`src/rtl/bram_stream_writer.sv`:
```
// bram_stream_writer
//   Accepts one AXI-Stream frame per start pulse and writes each beat as a
//   full-width word into a BRAM port. Word addresses step up from base_addr
//   and wrap around at 2^C_ADDR_WIDTH. Every write is registered, so it
//   appears on the BRAM port one cycle after its beat is accepted.
//
// Optional build macro: BRAM_WR_DRAIN_EN
//   Defined   : if a frame overflows, the remaining beats are accepted and
//               discarded (DRAIN state) up to and including tlast.
//   Undefined : if a frame overflows, the FSM goes straight to DONE and the
//               remaining beats stay upstream.
//
// Ports
//   clk, rst         clock (rising edge) and asynchronous active-high reset
//   start, base_addr frame start pulse and byte base address (used in IDLE only)
//   busy, done       not-IDLE flag; one-cycle frame-complete pulse
//   overflow         sticky; the frame was longer than C_MAX_WORDS
//   word_count       number of words written in the current/last frame
//   s_axis_*         AXI-Stream slave (tdata, tvalid, tready, tlast)
//   bram_*           BRAM master port (addr, din, we, en)
module bram_stream_writer #(
    parameter int unsigned C_ADDR_WIDTH = 32,
    parameter int unsigned C_DATA_WIDTH = 32,
    parameter int unsigned C_MAX_WORDS  = 1024
) (
    input  logic                      clk,
    input  logic                      rst,
    input  logic                      start,
    input  logic [C_ADDR_WIDTH-1:0]   base_addr,
    output logic                      busy,
    output logic                      done,
    output logic                      overflow,
    output logic [16:0]               word_count,
    input  logic [C_DATA_WIDTH-1:0]   s_axis_tdata,
    input  logic                      s_axis_tvalid,
    output logic                      s_axis_tready,
    input  logic                      s_axis_tlast,
    output logic [C_ADDR_WIDTH-1:0]   bram_addr,
    output logic [C_DATA_WIDTH-1:0]   bram_din,
    output logic [C_DATA_WIDTH/8-1:0] bram_we,
    output logic                      bram_en
);

    localparam logic [C_ADDR_WIDTH-1:0] ADDR_STEP = C_ADDR_WIDTH'(C_DATA_WIDTH / 8);
    localparam logic [16:0]             LAST_IDX  = 17'(C_MAX_WORDS - 1);

    typedef enum logic [1:0] {
        S_IDLE,
        S_WRITE,
`ifdef BRAM_WR_DRAIN_EN
        S_DRAIN,
`endif
        S_DONE
    } state_t;

    state_t                    state_q, state_d;
    logic [C_ADDR_WIDTH-1:0]   wr_addr_q, wr_addr_d;   // address for the next accepted beat
    logic [16:0]               count_q, count_d;
    logic                      overflow_q, overflow_d;
    logic                      en_q, en_d;
    logic [C_ADDR_WIDTH-1:0]   addr_q, addr_d;
    logic [C_DATA_WIDTH-1:0]   din_q, din_d;

    always_ff @(posedge clk or posedge rst) begin
        if (rst) begin
            state_q    <= S_IDLE;
            wr_addr_q  <= '0;
            count_q    <= '0;
            overflow_q <= 1'b0;
            en_q       <= 1'b0;
            addr_q     <= '0;
            din_q      <= '0;
        end else begin
            state_q    <= state_d;
            wr_addr_q  <= wr_addr_d;
            count_q    <= count_d;
            overflow_q <= overflow_d;
            en_q       <= en_d;
            addr_q     <= addr_d;
            din_q      <= din_d;
        end
    end

    always_comb begin
        state_d       = state_q;
        wr_addr_d     = wr_addr_q;
        count_d       = count_q;
        overflow_d    = overflow_q;
        en_d          = 1'b0;
        addr_d        = addr_q;
        din_d         = din_q;
        s_axis_tready = 1'b0;
        done          = 1'b0;

        case (state_q)
            S_IDLE: begin
                if (start) begin
                    wr_addr_d  = base_addr;
                    count_d    = '0;
                    overflow_d = 1'b0;
                    state_d    = S_WRITE;
                end
            end
            S_WRITE: begin
                s_axis_tready = 1'b1;
                if (s_axis_tvalid) begin
                    en_d      = 1'b1;
                    addr_d    = wr_addr_q;
                    din_d     = s_axis_tdata;
                    wr_addr_d = wr_addr_q + ADDR_STEP;
                    count_d   = count_q + 17'd1;
                    if (s_axis_tlast) begin
                        state_d = S_DONE;
                    end else if (count_q == LAST_IDX) begin
                        // Word C_MAX_WORDS without tlast: frame is too long.
                        overflow_d = 1'b1;
`ifdef BRAM_WR_DRAIN_EN
                        state_d    = S_DRAIN;
`else
                        state_d    = S_DONE;
`endif
                    end
                end
            end
`ifdef BRAM_WR_DRAIN_EN
            S_DRAIN: begin
                s_axis_tready = 1'b1;
                if (s_axis_tvalid && s_axis_tlast) begin
                    state_d = S_DONE;
                end
            end
`endif
            S_DONE: begin
                done    = 1'b1;
                state_d = S_IDLE;
            end
            default: state_d = S_IDLE;
        endcase
    end

    assign busy       = (state_q != S_IDLE);
    assign overflow   = overflow_q;
    assign word_count = count_q;
    assign bram_en    = en_q;
    assign bram_we    = {(C_DATA_WIDTH/8){en_q}};
    assign bram_addr  = addr_q;
    assign bram_din   = din_q;

endmodule

```
`config.mk`:
```
export PLATFORM = sky130hd
export DESIGN_NAME = bram_stream_writer
export DESIGN_NICKNAME = d
export VERILOG_FILES = /design/src/rtl/bram_stream_writer.sv
export SDC_FILE = /design/constraint.sdc
export NUM_CORES = 1
export LEC_CHECK = 0
export BUFFER_PORTS_ARGS = -buffer_cell sky130_fd_sc_hd__buf_4
export CORE_ASPECT_RATIO = 0.6
export CORE_UTILIZATION = 52
export DETAILED_ROUTE_END_ITERATION = 10
export PLACE_DENSITY = 0.88
export SETUP_SLACK_MARGIN = 0.3
export SYNTH_ARGS = -nofsm -noshare
export SYNTH_HDL_FRONTEND = slang
export SYNTH_SLANG_ARGS = --single-unit
```
`constraint.sdc`:
```
create_clock -name clk -period 4.2 [get_ports clk]
set_clock_uncertainty 0.15 [all_clocks]
set_input_delay 0 -clock clk [delete_from_list [all_inputs] [get_ports clk]]
set_output_delay 0 -clock clk [all_outputs]
set_load 0.05 [all_outputs]
```
* After elaboration in Yosys (flattened, before gate mapping)
Index checks and enable logic that the tools add are counted. W data, S select, Z words.
Word-level totals: logic and storage cells 44, flip-flop bits (word level) 117, output and inout port bits 90, bits of input ports 69
Operators by class: $add $sub $neg 2, muxes and demuxes 20, equal/unequal tests 8, reductions and logical operators 7
Operators by type and width (count):
- $mux W32 | 2
- $pmux W32 S2 | 1
- $mux W17 | 2
- $pmux W17 S2 | 1
- $add A32 B3 Y32 const B | 1
- $add A17 B1 Y17 const B | 1
- $eq A17 B10 Y1 const B | 1
- $mux W1 | 8
- $mux W2 | 4
- $ne A2 B2 Y1 const B | 4
- $reduce_and A3 Y1 | 2
- $reduce_and A5 Y1 | 1
- $pmux W2 S2 | 1
- $reduce_bool A2 Y1 | 2
- $ne A3 B3 Y1 const B | 1
- $eq A2 B1 Y1 const B | 1
- $eq A2 B2 Y1 const B | 1
- $logic_not A2 Y1 | 1
- $pmux W1 S2 | 1
- $reduce_and A2 Y1 | 1

* Logic depth before layout (Yosys ltp)
Gate-level depths: netlist (run 1).
depth after elaboration 5, depth in mapped cells 10, gate-level depth less buffers 7

* Worst setup path after synthesis (run 1)
OpenSTA, ideal clock, no wires.
kind register -> register, start register state_q[1], end register wr_addr_q[10], path slack 1.878 ns, period minus slack after synthesis 2.322 ns, cell stages (with the launch flop) 9, required time 3.970 ns, buffers on the path 4, arrival 2.092 ns, library setup time 0.080 ns, path through dfrtp_1 -> clkbuf_1 -> nand2b_1 -> clkbuf_1 -> inv_2 -> clkbuf_1 -> clkbuf_1 -> o21ai_0 -> a2bb2oi_1
Between the ends: longest elaborated chain between the ends 3, elaborated cells between the ends (all ways) 7, those cells by class 3 x eq/ne; 1 x mux; 3 x reduce/logical
RTL lines:
- from (decl) | RTL line 56 | state_t state_q, state_d;
- from (signal assigned) | RTL line 74 | state_q <= state_d;
- $eq A2 B1 Y1 or $logic_not A2 Y1 (tied branches) | RTL line 95 | case (state_q)
- $ne A2 B2 Y1 (no line) or $reduce_bool A2 Y1 (tied branches)
- $reduce_and A3 Y1 (no line)
- to (signal assigned) | RTL line 75 | wr_addr_q <= wr_addr_d;
- to (decl) | RTL line 57 | logic [C_ADDR_WIDTH-1:0] wr_addr_q, wr_addr_d;
Several ways; a longest one is shown, not always the timed one. A chain may end at the register's enable or synchronous reset.

* Worst setup path after layout (run 1)
start register wr_addr_q[8], end register wr_addr_q[19]
Between the ends: longest elaborated chain between the ends 3
RTL lines:
- $add A32 B3 Y32 | RTL line 110 | wr_addr_d = wr_addr_q + ADDR_STEP;
- $mux W32 | RTL line 106 | if (s_axis_tvalid) begin
- $pmux W32 S2 | RTL line 95
No other way between the ends. The select of a mux whose other input is x is not followed.

==> flow_metrics.env, run 1 <==
export IMPL_synth_cell_types=47
export IMPL_clock_latency_ps=410
export IMPL_layout_nets=912
export IMPL_relSlewSlack_pct=18.31
export IMPL_yosys_warnings=0
export IMPL_yosys_area_top_type="dfrtp_1"
export IMPL_ys_async_sr_fraction_pct=100.0
export IMPL_multiInputGateArea_mm2=0.002301
export IMPL_finalInstanceArea_mm2=0.007951
export IMPL_yosys_most_used_dff="dfrtp_1"
export IMPL_synth_top_area_share_pct=54.04
export IMPL_numCtsBuffers=17
export IMPL_post_cts_buffers=0
export IMPL_fmax_mhz=339.0
export IMPL_start_util_pct=54.26
export IMPL_io_buffer_count=158
export IMPL_finalSetupViolations=0
export IMPL_globalRouteTotalUtil_pct=33.22
export IMPL_syn_nets=701
export IMPL_placementRows=28
export IMPL_syn_area_per_cell_um2=8.600
export IMPL_hold_ws_ps=69.95
export IMPL_layout_drive_gt1_share_pct=24.36
export IMPL_pin_count=159
export IMPL_die_y_um=81.07
export IMPL_grt_max_degree=89
export IMPL_dpl_hpwl_um=10660
export IMPL_slowest_stage="nor4_1"
export IMPL_regArea_mm2=0.002928
export IMPL_synth_area_mm2=0.005418
export IMPL_syn_to_final_growth_pct=46.77
export IMPL_drc=0
export IMPL_dieWidth_um=133.8
export IMPL_run_status="completed"
export IMPL_routabilityCongestion=0.9228
export IMPL_cts_root_buf="clkbuf_16"
export IMPL_crit_path_start_kind="flip-flop"
export IMPL_fillers=615
export IMPL_final_common_cell="nand2_1"
export IMPL_dpl_cell_count=890
export IMPL_antenna_found_initial=0
export IMPL_synth_seq_area_share_pct=54.04
export IMPL_insertedDiodeCount=0
export IMPL_endpoint_kind="flip-flop"
export IMPL_antenna_left=0
export IMPL_clock_sinks=117
export IMPL_drt_first_pass_iters=6
export IMPL_arrival_ps=3090
export IMPL_drv_slew=0
export IMPL_finalSetupTns_ps=0
export IMPL_pwr_density_cell_mw_per_mm2=859.6
export IMPL_finalCriticalPeriod_ps=2950
export IMPL_post_route_period_util_pct=70.23
export IMPL_dpl_instance_area_mm2=0.006661
export IMPL_critPathRequiredTime_ps=4340
export IMPL_drt_vias_per_instance=5.707
export IMPL_p_leak_nw=3.944
export IMPL_drv_cap=0
export IMPL_die_area_mm2=0.01084
export IMPL_synth_area_top_cells="dfrtp_1 (54%), nand2_1 (15%), a21oi_1 (2.9%)"
export IMPL_ys_seq_elements=117
export IMPL_final_cells=989
export IMPL_dr_total_vias=5644
export IMPL_path_clk_slew_ps=60
export IMPL_cp_num_buf_inv=1
export IMPL_drt_iter0_drc=664
export IMPL_grt_ovfl_total=0
export IMPL_rsz0062_at_grt="no"
export IMPL_crit_type="flip-flop to flip-flop"
export IMPL_tightest_slew_ps=1224
export IMPL_wirelength_um=17340
export IMPL_grt_pass1_wl_um=27170
export IMPL_final_cell_mix="nand2_1 (222), buf_4 (164), dfrtp_1 (117)"
export IMPL_grt_pass1_vias=5338
export IMPL_crit_fanout=8
export IMPL_cts_tree="yes"
export IMPL_cts_buffer_depth=2
export IMPL_path_delay_family="simple AND/OR/NAND/NOR gates"
export IMPL_synth_edf_count=0
export IMPL_cpPeakStageDelay_ps=900
export IMPL_htreeDepth=4
export IMPL_fp_coreArea_mm2=0.009985
export IMPL_hold_path_class="input pin to flip-flop"
export IMPL_cp_cell_sequence="nand4_1 -> nor4_1 -> nand3_1 -> mux2i_1 -> o21ai_0 -> dlygate4sd3_1"
export IMPL_ir_worst_vdd_v=0.0007322
export IMPL_wire_per_inst_um=17.53
export IMPL_synthCells=630
export IMPL_final_hold_violation_count=0
-- power breakdown --
group / internal, mW / switching, mW / leakage (nW)
sequential: 1.61 / 0.485 / 1.44
clock: 0.977 / 0.524 / 0.294
combinational: 0.986 / 2.25 / 2.21
total: 3.57 / 3.26 / 3.94
-- cell usage after synthesis (4+ instances only) --
cell       count
o21ai_0       22
and3_1         9
a2bb2oi_1      8
and4_1         5
buf_4          4
dfrtp_1      117
nor2_1        39
o22ai_1       10
nand3_1       22
a211oi_1       4
nand2_1      223
nor4_1         8
nor3_1        10
clkbuf_1      30
xor2_1        11
a21oi_1       31
inv_1          6
nand4_1       17
or3_1          7
-- timing repair --
action / CTS / global route
endpoints found under the hold margin: 153 / 0
hold buffers: 67 / 0
gates resized for setup: 0 / 0
-- layout make-up --
type | instances | share of cell area (%)
tap | 135 | 2.124
inverter | 8 | 0.4091
sequential | 117 | 36.82
clock buffer | 20 | 5.869
multi-input combinational | 466 | 28.94
clock inverter | 12 | 1.920
timing repair buffer | 231 | 23.92
-- metrics by stage --
| stage | total power, mW | utilization [%] | setup slack (ps) |
|---|---|---|---|
| floorplan | 4.221 | - | 949.2 |
| global placement | 5.070 | 66.72 | 1498 |
| detailed placement | 5.190 | 66.72 | 1366 |
| CTS | 6.775 | 79.64 | 1327 |
| global route | 7.163 | 79.64 | 1103 |
| finish | 6.835 | 79.64 | 1250 |
-- state kept, by name, summed over array words and instances, names as in the netlist --
signal,cells
bram_addr,32
bram_din,32
wr_addr_q,32
word_count,17
state_q,2
bram_en,1
overflow,1
-- layer usage --
layer | global-route usage (%) | vias to the layer above | share of wire, %
met5 | 0 | - | 0
met4 | 14.20 | 0 | 2.6
met3 | 7.928 | 44 | 9.7
met2 | 52.28 | 336 | 46
met1 | 44.52 | 2699 | 42
li1 | - | 2565 | -
-- path summary, 6_finish.rpt --
kind                       slack, ps                 startpoint                         to  depth (start not counted)
min in group asynchronous        280                        rst   bram_addr[3]$_DFFE_PP0P_                          3
max reg2reg                     1250   wr_addr_q[8]$_DFFE_PP0P_  wr_addr_q[19]$_DFFE_PP0P_                          6
max in group asynchronous       2620                        rst    bram_din[5]$_DFFE_PP0P_                          4
max                             1250   wr_addr_q[8]$_DFFE_PP0P_  wr_addr_q[19]$_DFFE_PP0P_                          6
min                               70              base_addr[17]  wr_addr_q[17]$_DFFE_PP0P_                          6
min reg2reg                      320  bram_addr[16]$_DFFE_PP0P_  bram_addr[16]$_DFFE_PP0P_                          2
-- kinds of logic (layout without fill, tap and decap cells) --
kind of cell / after synthesis / count (layout) / share of synthesized area (%)
simple gates: 355 / 355 / 28.68
flops: 117 / 117 / 54.04
compound gates: 93 / 93 / 10.51
buf+inv: 47 / 271 / 3.580
xor+xnor: 12 / 12 / 1.940
mux: 4 / 4 / 0.7852
fa+ha+maj: 2 / 2 / 0.4618
-- worst reg2reg max path, cell delays in order, from the launching register on --
cell,delay (ps)
dfrtp_1,480
nand4_1,230
nor4_1,900
nand3_1,200
mux2i_1,190
o21ai_0,90
dlygate4sd3_1,580
Power figures use the tool's default switching activity.
==> run 2: changes to the inputs <==
Settings changed: CORE_UTILIZATION 52 to 47, PLACE_DENSITY 0.88 to 0.84.
Clock period 4.2 ns to 2.65 ns, I/O delays scaled along.
==> flow_metrics.env, run 2 (synthesis gave the netlist of run 1 again) <==
export IMPL_run_status="completed"
export IMPL_crit_path_frequent_cell="or4_4"
export IMPL_crit_type="flip-flop to flip-flop"
export IMPL_drv_cap=0
export IMPL_path_clk_slew_ps=50
export IMPL_layout_drive_gt1_share_pct=27.66
export IMPL_r2r_start="wr_addr_q[9]$_DFFE_PP0P_"
export IMPL_dpl_cell_count=905
export IMPL_pwr_density_cell_mw_per_mm2=1364
export IMPL_worst_hold_path_num_cells=6
export IMPL_critPathRequiredTime_ps=2850
export IMPL_utilization_pct=75.87
export IMPL_final_hold_violation_count=0
export IMPL_finalSetupTns_ps=0
export IMPL_finalSetupViolations=0
export IMPL_cpPeakStageDelay_ps=560
export IMPL_wire_per_inst_um=17.45
export IMPL_cts_tree="yes"
export IMPL_globalRouteTotalUtil_pct=30.20
export IMPL_slowest_stage="or4_4"
export IMPL_drt_first_pass_iters=6
export IMPL_final_cell_mix="nand2_1 (222), buf_4 (191), dfrtp_1 (112)"
export IMPL_drt_iter0_drc=535
export IMPL_die_y_um=85.17
export IMPL_cp_cell_sequence="nand4_1 -> or4_4 -> or3_4 -> or4_4 -> nand3_2"
export IMPL_critPathLaunch="wr_addr_q[9]$_DFFE_PP0P_"
export IMPL_clock_latency_ps=420
export IMPL_syn_to_final_growth_pct=52.45
export IMPL_dr_total_vias=5770
export IMPL_crit_path_start_kind="flip-flop"
export IMPL_placementRows=29
export IMPL_clock_sinks=117
export IMPL_cts_buffer_depth=2
export IMPL_hold_ws_ps=51.41
export IMPL_drt_vias_per_instance=5.646
export IMPL_regArea_mm2=0.002934
export IMPL_rrSetupSlack_ps=290
export IMPL_crit_fanout=6
export IMPL_antenna_left=0
export IMPL_arrival_ps=2570
export IMPL_drc=0
export IMPL_htreeDepth=4
export IMPL_drv_slew=0
export IMPL_post_route_period_util_pct=89.19
export IMPL_multiInputGateArea_mm2=0.002322
export IMPL_routabilityCongestion=0.9491
export IMPL_relSlewSlack_pct=41.38
export IMPL_start_util_pct=49.77
export IMPL_layout_nets=941
export IMPL_fmax_mhz=423.1
export IMPL_tightest_slew_ps=871.3
export IMPL_grt_max_degree=48
export IMPL_numCtsBuffers=17
export IMPL_reg2reg_depth=5
export IMPL_path_delay_family="simple AND/OR/NAND/NOR gates"
export IMPL_hold_path_class="input pin to flip-flop"
export IMPL_cp_num_buf_inv=0
export IMPL_min_delay_start="base_addr[17]"
export IMPL_final_cells=1022
export IMPL_finalCriticalPeriod_ps=2363
export IMPL_dpl_hpwl_um=11010
export IMPL_antenna_found_initial=0
export IMPL_ir_worst_vdd_v=0.0008401
export IMPL_fp_coreArea_mm2=0.01089
export IMPL_cts_root_buf="clkbuf_16"
export IMPL_dieWidth_um=140.6
export IMPL_p_leak_nw=4.108
export IMPL_rr_endpoint="wr_addr_q[31]$_DFFE_PP0P_"
export IMPL_die_area_mm2=0.01197
export IMPL_wirelength_um=17840
export IMPL_whs_endpoint="wr_addr_q[17]$_DFFE_PP0P_"
export IMPL_rsz0062_at_grt="yes"
export IMPL_grt_ovfl_total=0
export IMPL_final_common_cell="nand2_1"
export IMPL_grt_pass1_wl_um=27780
export IMPL_io_buffer_count=158
export IMPL_fillers=731
export IMPL_endpoint_kind="flip-flop"
export IMPL_pin_count=159
export IMPL_grt_pass1_vias=5637
run 2: cell types whose count changed in the layout (fill, tap and decap cells not counted), moves of 2 or more:
cell,change
buf_4,+27
bufinv_16,+2
clkinv_4,-2
clkinvlp_4,-2
dfrtp_1,-5
dfrtp_2,+5
nand3_1,-2
nand3_2,+2
or4_1,-2
or4_4,+2
run 2: worst reg2reg max path: cells and delay by family (launching register included):
family | cells | cell delay [ps]
and+or+nand+nor | 5 | 1710
DFF | 1 | 430
run 2: routing by layer:
layer,share of wire [%],vias up,GRT usage [%]
met5,0,-,0
met4,2.2,0,10.38
met3,10,50,9.763
met2,46,380,47.54
met1,42,2729,39.65
li1,-,2611,-
run 2: worst max path at each step:
stage	slack (ps)	depth (start not counted)	end
finish	290	5	wr_addr_q[31]$_DFFE_PP0P_
global route	230	5	wr_addr_q[31]$_DFFE_PP0P_
CTS	300	5	wr_addr_q[31]$_DFFE_PP0P_
detailed placement	280	6	wr_addr_q[22]$_DFFE_PP0P_
global placement	330	6	wr_addr_q[24]$_DFFE_PP0P_
floorplan	330	8	wr_addr_q[10]$_DFFE_PP0P_
run 2: through the flow:
stage                     area [µm²]  setup WS, ps  total power, mW
after global routing            8257         234.1            11.78
after global placement          6763         328.0            8.107
after detailed placement        6763         277.4            8.302
after floorplan                 5421         328.0            6.691
after CTS                       8122         300.3            11.02
final                           8259         286.6            11.26
run 2: cell type report:
class	instances	area share, %
diodes	1	0.03030
inverters	8	0.4242
repair buffers	260	25.84
multi-input cells	466	28.12
well taps	139	2.106
clock inverters	9	2.091
clock buffers	22	5.863
flip-flops and latches	117	35.52
run 2: timing repair:
item	in CTS	in global routing
pin swaps	0	5
buffers inserted	2	15
setup endpoints to repair	3	8
endpoints found under the hold margin	148	0
gates resized for setup	3	8
hold buffers	68	0
run 2: report_power, final:
part	switching (mW)	internal (mW)
Combinational	3.71	1.72
Sequential	0.702	2.56
Clock	0.820	1.76
Total	5.23	6.04
